## src/rtl/rtc_settable_clock.sv

```systemverilog
// rtc_settable_clock - settable 24 h real-time clock with six 7-segment digits.
//
// A divider on CLOCK_50 produces a one-cycle sec_tick. In RUN the time counts
// up on every tick. The mode button steps through the set states
// RUN -> SET_HR -> SET_MIN -> SET_SEC -> RUN, and the inc button changes the
// field being edited. The edited field blinks. fmt_12h chooses 12 h or 24 h
// display. Time is always stored as 24 h.
//
// Parameters:
//   CLK_FREQ_HZ  clock cycles per second; this is the sec_tick period
//   BLINK_HALF   clock cycles in each visible/blank half of the blink
//
// Ports:
//   CLOCK_50            system clock
//   rst                 synchronous active-high reset
//   mode_btn, inc_btn   debounced synchronous levels; rising edges are detected here
//   fmt_12h             1 = 12 h display, 0 = 24 h display
//   HEX0..HEX5          active-low {g,f,e,d,c,b,a}: ss, mm, hh (ones digit first)
//   pm                  12 h mode and hour >= 12
//   sec_tick            one-cycle pulse each time the divider wraps
//   setting             high while in any set state
//
// Optional build macro RTC_ALARM_EN adds the ports alarm_arm, alarm_ack and
// alarm_out, and adds the states SET_AL_HR and SET_AL_MIN after SET_SEC.
//
// Handshake: there is none. Buttons are levels. An action occurs only on a
// 0->1 change seen between two consecutive clock edges. All outputs are
// registered, so they show the internal state one cycle later.
module rtc_settable_clock #(
    parameter int CLK_FREQ_HZ = 50_000_000,
    parameter int BLINK_HALF  = 12_500_000
) (
    input  logic       CLOCK_50,
    input  logic       rst,
    input  logic       mode_btn,
    input  logic       inc_btn,
    input  logic       fmt_12h,
`ifdef RTC_ALARM_EN
    input  logic       alarm_arm,
    input  logic       alarm_ack,
    output logic       alarm_out,
`endif
    output logic [6:0] HEX0,
    output logic [6:0] HEX1,
    output logic [6:0] HEX2,
    output logic [6:0] HEX3,
    output logic [6:0] HEX4,
    output logic [6:0] HEX5,
    output logic       pm,
    output logic       sec_tick,
    output logic       setting
);
    localparam int DIV_W = (CLK_FREQ_HZ > 1) ? $clog2(CLK_FREQ_HZ) : 1;
    localparam int BLK_W = (BLINK_HALF > 1) ? $clog2(BLINK_HALF) : 1;
    localparam logic [DIV_W-1:0] DIV_LAST = DIV_W'(CLK_FREQ_HZ - 1);
    localparam logic [BLK_W-1:0] BLK_LAST = BLK_W'(BLINK_HALF - 1);
    localparam logic [6:0] SEG_OFF  = 7'b1111111;
    localparam logic [6:0] SEG_ZERO = 7'b1000000;

    typedef enum logic [2:0] {
        S_RUN,
        S_SET_HR,
        S_SET_MIN,
        S_SET_SEC
`ifdef RTC_ALARM_EN
        ,
        S_SET_AL_HR,
        S_SET_AL_MIN
`endif
    } state_t;

    state_t           state, state_n;
    logic [DIV_W-1:0] div_cnt;
    logic [BLK_W-1:0] blink_cnt;
    logic             blink_off;
    logic             mode_q, inc_q, mode_rise, inc_rise, tick, div_clr;
    logic [5:0]       sec_r, min_r, sec_n, min_n;
    logic [4:0]       hour_r, hour_n;
    logic [4:0]       show_hr;
    logic [5:0]       show_min, hr_disp;
    logic             blank_hr, blank_min, blank_sec;
    logic [6:0]       h0_n, h1_n, h2_n, h3_n, h4_n, h5_n;
    logic             pm_n;

    function automatic logic [5:0] wrap59(input logic [5:0] v);
        return (v == 6'd59) ? 6'd0 : v + 6'd1;
    endfunction

    function automatic logic [4:0] wrap23(input logic [4:0] v);
        return (v == 5'd23) ? 5'd0 : v + 5'd1;
    endfunction

    function automatic logic [3:0] tens_of(input logic [5:0] v);
        return 4'(v / 6'd10);
    endfunction

    function automatic logic [3:0] ones_of(input logic [5:0] v);
        return 4'(v % 6'd10);
    endfunction

    function automatic logic [6:0] seg7(input logic [3:0] d);
        case (d)
            4'd0:    return 7'b1000000;
            4'd1:    return 7'b1111001;
            4'd2:    return 7'b0100100;
            4'd3:    return 7'b0110000;
            4'd4:    return 7'b0011001;
            4'd5:    return 7'b0010010;
            4'd6:    return 7'b0000010;
            4'd7:    return 7'b1111000;
            4'd8:    return 7'b0000000;
            4'd9:    return 7'b0010000;
            default: return SEG_OFF;
        endcase
    endfunction

    assign mode_rise = mode_btn & ~mode_q;
    assign inc_rise  = inc_btn & ~inc_q;
    assign tick      = (div_cnt == DIV_LAST);

`ifdef RTC_ALARM_EN
    logic [4:0] al_hr, al_hr_n;
    logic [5:0] al_min, al_min_n, al_secs;
    logic       al_hit;
`endif

    // Next-state logic. A mode edge takes priority over an inc edge in the
    // same cycle. In RUN, a tick and a mode edge in the same cycle both apply.
    always_comb begin
        state_n = state;
        sec_n   = sec_r;
        min_n   = min_r;
        hour_n  = hour_r;
        div_clr = 1'b0;
`ifdef RTC_ALARM_EN
        al_hr_n  = al_hr;
        al_min_n = al_min;
`endif
        case (state)
            S_RUN: begin
                if (tick) begin
                    sec_n = wrap59(sec_r);
                    if (sec_r == 6'd59) begin
                        min_n = wrap59(min_r);
                        if (min_r == 6'd59) hour_n = wrap23(hour_r);
                    end
                end
                if (mode_rise) state_n = S_SET_HR;
            end
            S_SET_HR: begin
                if (mode_rise)     state_n = S_SET_MIN;
                else if (inc_rise) hour_n  = wrap23(hour_r);
            end
            S_SET_MIN: begin
                if (mode_rise)     state_n = S_SET_SEC;
                else if (inc_rise) min_n   = wrap59(min_r);
            end
            S_SET_SEC: begin
                if (mode_rise) begin
`ifdef RTC_ALARM_EN
                    state_n = S_SET_AL_HR;
`else
                    state_n = S_RUN;
                    div_clr = 1'b1;  // makes the first second after setting a full second
`endif
                end else if (inc_rise) begin
                    sec_n = 6'd0;
                end
            end
`ifdef RTC_ALARM_EN
            S_SET_AL_HR: begin
                if (mode_rise)     state_n = S_SET_AL_MIN;
                else if (inc_rise) al_hr_n = wrap23(al_hr);
            end
            S_SET_AL_MIN: begin
                if (mode_rise) begin
                    state_n = S_RUN;
                    div_clr = 1'b1;
                end else if (inc_rise) begin
                    al_min_n = wrap59(al_min);
                end
            end
`endif
            default: state_n = S_RUN;
        endcase
    end

    always_ff @(posedge CLOCK_50) begin
        if (rst) begin
            state   <= S_RUN;
            sec_r   <= 6'd0;
            min_r   <= 6'd0;
            hour_r  <= 5'd0;
            mode_q  <= 1'b0;
            inc_q   <= 1'b0;
            div_cnt <= '0;
        end else begin
            state   <= state_n;
            sec_r   <= sec_n;
            min_r   <= min_n;
            hour_r  <= hour_n;
            mode_q  <= mode_btn;
            inc_q   <= inc_btn;
            div_cnt <= (div_clr || tick) ? '0 : div_cnt + DIV_W'(1);
        end
    end

    // The blink counter is held clear in RUN. Every entry to SET_HR comes from
    // RUN, so each entry starts with the visible half.
    always_ff @(posedge CLOCK_50) begin
        if (rst || state == S_RUN) begin
            blink_cnt <= '0;
            blink_off <= 1'b0;
        end else if (blink_cnt == BLK_LAST) begin
            blink_cnt <= '0;
            blink_off <= ~blink_off;
        end else begin
            blink_cnt <= blink_cnt + BLK_W'(1);
        end
    end

`ifdef RTC_ALARM_EN
    assign al_hit = (state == S_RUN) && tick && (hour_n == al_hr) &&
                    (min_n == al_min) && (sec_n == 6'd0);

    always_ff @(posedge CLOCK_50) begin
        if (rst) begin
            al_hr     <= 5'd0;
            al_min    <= 6'd0;
            al_secs   <= 6'd0;
            alarm_out <= 1'b0;
        end else begin
            al_hr  <= al_hr_n;
            al_min <= al_min_n;
            if (alarm_ack || !alarm_arm) begin
                alarm_out <= 1'b0;
                al_secs   <= 6'd0;
            end else if (al_hit) begin
                alarm_out <= 1'b1;
                al_secs   <= 6'd0;
            end else if (alarm_out && tick) begin
                // The 60th tick after the alarm sets turns it off.
                if (al_secs == 6'd59) alarm_out <= 1'b0;
                al_secs <= al_secs + 6'd1;
            end
        end
    end
`endif

    // Display values are computed from the current state. They are registered below.
    always_comb begin
        show_hr   = hour_r;
        show_min  = min_r;
        blank_hr  = blink_off && (state == S_SET_HR);
        blank_min = blink_off && (state == S_SET_MIN);
        blank_sec = blink_off && (state == S_SET_SEC);
`ifdef RTC_ALARM_EN
        if (state == S_SET_AL_HR || state == S_SET_AL_MIN) begin
            show_hr   = al_hr;
            show_min  = al_min;
            blank_hr  = blink_off && (state == S_SET_AL_HR);
            blank_min = blink_off && (state == S_SET_AL_MIN);
            blank_sec = 1'b1;
        end
`endif
        if (fmt_12h && show_hr == 5'd0)      hr_disp = 6'd12;
        else if (fmt_12h && show_hr > 5'd12) hr_disp = {1'b0, show_hr} - 6'd12;
        else                                 hr_disp = {1'b0, show_hr};

        h5_n = (fmt_12h && tens_of(hr_disp) == 4'd0) ? SEG_OFF : seg7(tens_of(hr_disp));
        h4_n = seg7(ones_of(hr_disp));
        h3_n = seg7(tens_of(show_min));
        h2_n = seg7(ones_of(show_min));
        h1_n = seg7(tens_of(sec_r));
        h0_n = seg7(ones_of(sec_r));
        pm_n = fmt_12h && (show_hr >= 5'd12);

        if (blank_hr) begin
            h5_n = SEG_OFF;
            h4_n = SEG_OFF;
        end
        if (blank_min) begin
            h3_n = SEG_OFF;
            h2_n = SEG_OFF;
        end
        if (blank_sec) begin
            h1_n = SEG_OFF;
            h0_n = SEG_OFF;
        end
    end

    always_ff @(posedge CLOCK_50) begin
        if (rst) begin
            HEX0     <= SEG_ZERO;
            HEX1     <= SEG_ZERO;
            HEX2     <= SEG_ZERO;
            HEX3     <= SEG_ZERO;
            HEX4     <= SEG_ZERO;
            HEX5     <= SEG_ZERO;
            pm       <= 1'b0;
            sec_tick <= 1'b0;
            setting  <= 1'b0;
        end else begin
            HEX0     <= h0_n;
            HEX1     <= h1_n;
            HEX2     <= h2_n;
            HEX3     <= h3_n;
            HEX4     <= h4_n;
            HEX5     <= h5_n;
            pm       <= pm_n;
            sec_tick <= tick;
            setting  <= (state != S_RUN);
        end
    end
endmodule

```

## config.mk

```make
export PLATFORM = sky130hd
export DESIGN_NAME = rtc_settable_clock
export DESIGN_NICKNAME = d
export VERILOG_FILES = /design/src/rtl/rtc_settable_clock.sv
export SDC_FILE = /design/constraint.sdc
export NUM_CORES = 1
export LEC_CHECK = 0
export CAP_MARGIN = 10
export CELL_PAD_IN_SITES_DETAIL_PLACEMENT = 1
export CELL_PAD_IN_SITES_GLOBAL_PLACEMENT = 1
export CORE_MARGIN = 5
export CORE_UTILIZATION = 40
export CTS_BUF_LIST = sky130_fd_sc_hd__clkbuf_4 sky130_fd_sc_hd__clkbuf_8
export CTS_CLUSTER_SIZE = 40
export DETAILED_ROUTE_END_ITERATION = 10
export PLACE_DENSITY_LB_ADDON = 0.1
export SETUP_SLACK_MARGIN = 0.15
export SYNTH_ARGS = -nofsm -noshare
export SYNTH_HDL_FRONTEND = slang
export SYNTH_SLANG_ARGS = --single-unit
```

## constraint.sdc

```tcl
create_clock -name CLOCK_50 -period 4.4 [get_ports CLOCK_50]
set_input_delay 0.66 -clock CLOCK_50 [delete_from_list [all_inputs] [get_ports CLOCK_50]]
set_output_delay 0.66 -clock CLOCK_50 [all_outputs]
set_load 0.01 [all_outputs]
```

==> results.cfg <==
[detailed_routing]
drt.antenna.violating_nets = 0
final_wirelength_mm = 14.9
detail_route.iter0.violations = 141
vias = 5108
post-route-drc-count = 0
vias_cell = 5.26
route.detailed.wl_per_inst_microns = 15.3
drt_pre_antenna_iters = 5

[sta]
clock-skew-final_ps = 10.3
fmax_achieved_mhz = 251
total_negative_slack_ps = 0
slew_violations = 0
grt_setup_unrepaired = true
max_slew_headroom_at_the_worst_pin_pct = 45.7
report.final.setup_viol = 0
final_period_minus_worst_setup_slack_ps = 3990
final_hold_viols = 0
timing_worst_slew_pin_value_ps = 812
fin_crit_sh_pct = 90.7

[critical_path]
regToRegEndpoint = HEX4[4]$_SDFF_PP0_
worstRegToRegCells = 20
timing.rr.start = hour_r[3]$_SDFFE_PP0P_
crit_path_end_kind = flop
timing.setup.critical_path_class = reg2reg
start_kind = flop
critical_path.max_fanout = 9
crit_arrival_ps = 4330
reg2reg_slack_ps = 410
critical_path.endpoint = HEX4[4]$_SDFF_PP0_
timing.critical_path.from = hour_r[3]$_SDFFE_PP0P_
timing.critical_path.required_ps = 4740

[clock_tree]
cts_post_setup_buffers_inserted = 0
clkTransAtPathRegs_ps = 70
cts_made_buffers = 17
tritoncts = built
clk_path_buf_depth = 2
clockRootBuffer = clkbuf_8
clock-sinks = 117
cts_htree_levels = 4
worst_skew_pair.late_latency_ps = 430
postCtsHoldBufs = 0

[global_routing]
grt_antenna_before_repair = 0
grt_pass1_vias = 5378
global_route_wire_length_before_repair_mm = 25.3
grt.total_usage_pct = 16.8
grt_remaining_overflow = 0
grt_start_max_net_pins = 38

[outcome]
status = finished, final reports clean

[layout]
finalNetCount = 835
fill_count = 1770
most_frequent_cells_in_the_layout = dfxtp_1, nor2_1, nand2_1
drive_above_1_share_pct = 7.78
postLayoutCoreUtil_pct = 47.8
syn_to_final_growth_pct = 17.2
design_area_sq_um = 7240
post_layout_nonfiller_instances = 972
antenna-diode-count = 0
layout.cells.most_common = dfxtp_1

[placement]
port_buffers = 49
placement.cell_area_sq_um = 6860
placed_cells_incl_taps = 943
place_hpwl_mm = 11.1
gp_routability_congestion = 0.805

[synthesis]
postSynthCellCount = 723
synth.yosys.seq_area_share_pct = 37.9
number_of_enable_type_register_cells_in_the_synthesized_netlist = 0
synth-seq-cells = 117
async_reset_ff_share_pct = 0
synth-main-ff-cell = dfxtp_1
synthDistinctLibCells = 60
postSynthAreaPerCell_sq_um = 8.54
yosys_warnings = 0
synth.cell_area_sq_um = 6170
postSynthNetCount = 784

[floorplan]
die_span_in_x_microns = 134
std_cell_rows = 45
core_sq_um = 15100
start_util_pct = 40.8
io_pins = 50
dieHeight_microns = 134
die_area_sq_um = 18000

[flow_run]
maxCapViolCount = 0

[pwr]
power_density_nw_per_um2 = 322
total_leakage_power_nw = 2.71
irDropWorstVdd_v = 0.000174

[min_path]
min_path_type = reg2reg
## how the worst min path moves through the flow
stage / from / end / slack, ps / cells past startpoint
after global placement: div_cnt[0]$_SDFF_PP0_ / div_cnt[0]$_SDFF_PP0_ / 440 / 1
after floorplan: div_cnt[0]$_SDFF_PP0_ / div_cnt[0]$_SDFF_PP0_ / 430 / 1
final: div_cnt[0]$_SDFF_PP0_ / div_cnt[0]$_SDFF_PP0_ / 470 / 1
after global routing: blink_cnt[0]$_SDFF_PP0_ / blink_cnt[0]$_SDFF_PP0_ / 510 / 1
after detailed placement: div_cnt[0]$_SDFF_PP0_ / div_cnt[0]$_SDFF_PP0_ / 460 / 1
after CTS: div_cnt[0]$_SDFF_PP0_ / div_cnt[0]$_SDFF_PP0_ / 470 / 1
## metal layers
layer / track usage [%] / vias to the layer above / wire length, microns
met3: 4.46 / 15 / 368
met5: 0 / - / 0
met1: 20.4 / 2467 / 6930
met4: 4.30 / 0 / 171
li1: - / 2577 / -
met2: 29.7 / 49 / 7430
## synthesized netlist by cell type, types with 3 or more instances
master | n | share of area, %
nand2_1 | 61 | 3.7
or2_2 | 4 | 0.41
and3_1 | 12 | 1.2
nand3b_1 | 5 | 0.61
dfxtp_1 | 117 | 38
xnor2_1 | 29 | 4.1
nor2_1 | 87 | 5.3
clkbuf_1 | 21 | 1.3
o21ai_0 | 37 | 3.0
a21oi_1 | 60 | 4.9
xor2_1 | 30 | 4.3
and2_1 | 9 | 0.91
nor3_1 | 7 | 0.57
mux2_2 | 8 | 1.5
a21o_1 | 4 | 0.49
nor2b_1 | 9 | 0.91
or3_1 | 10 | 1.0
o211ai_1 | 4 | 0.49
o21a_1 | 7 | 0.85
o22ai_1 | 3 | 0.30
nor3b_1 | 3 | 0.36
mux2i_1 | 9 | 1.5
inv_1 | 33 | 2.0
nand4_1 | 19 | 1.9
ha_1 | 56 | 11
nand2b_1 | 13 | 1.3
nand3_1 | 25 | 2.0
## cells by family (layout without fill, tap and decap cells)
logic type,Yosys count,count (layout),share of synthesized area [%]
compound gates,138,138,13.5
xor+xnor,59,59,8.37
fa+ha+maj,57,57,11.5
buf+inv,58,119,3.57
flops,117,117,37.9
mux,17,17,2.92
simple gates,277,277,22.2
## where the power goes
group / leakage [nW] / total [mW] / switching, mW / internal, mW
Sequential: 0.949 / 1.12 / 0.0249 / 1.09
Combinational: 1.57 / 0.284 / 0.157 / 0.127
Clock: 0.191 / 0.929 / 0.409 / 0.520
## flip-flops by register name, summed over array words and instances, names as in the netlist, 7 cells and up
register / cells
div_cnt: 26
blink_cnt: 24
HEX0: 7
HEX1: 7
HEX2: 7
HEX3: 7
HEX4: 7
HEX5: 7
## stage by stage
step	setup WS [ps]	power [mW]	hold WS, ps
finish	410	2.33	466
global route	150	2.45	507
CTS	212	2.36	473
detailed placement	49.7	1.43	458
global placement	286	1.41	440
floorplan	451	1.32	426
## final cells by class
cell class,instances,area [sq um],share of cell area (%)
multi-input combinational,548,3620,50.0
timing repair buffer,57,546,7.54
sequential,117,2340,32.4
tap,188,235,3.25
clock buffer,25,319,4.41
clock inverter,4,47.5,0.657
inverter,33,124,1.71
## repair_timing
action,CTS,global route
resized for setup,0,4
setup endpoints to repair,0,10
hold endpoints to repair,0,0
## worst max-delay path: stages (launching register included)
cell	delay (ps)
dfxtp_2	420
ha_1	270
inv_1	60
ha_1	190
nor2b_1	120
buf_4	170
a21o_1	180
nand3_1	90
nand3_1	140
inv_1	70
ha_1	200
a221oi_2	350
o21ai_2	100
mux2_2	290
o21ai_0	80
nand2b_1	180
xnor2_2	220
inv_1	110
ha_1	200
mux2_2	260
a311oi_1	200
Note: power is estimated with default switching activity, not from simulation.
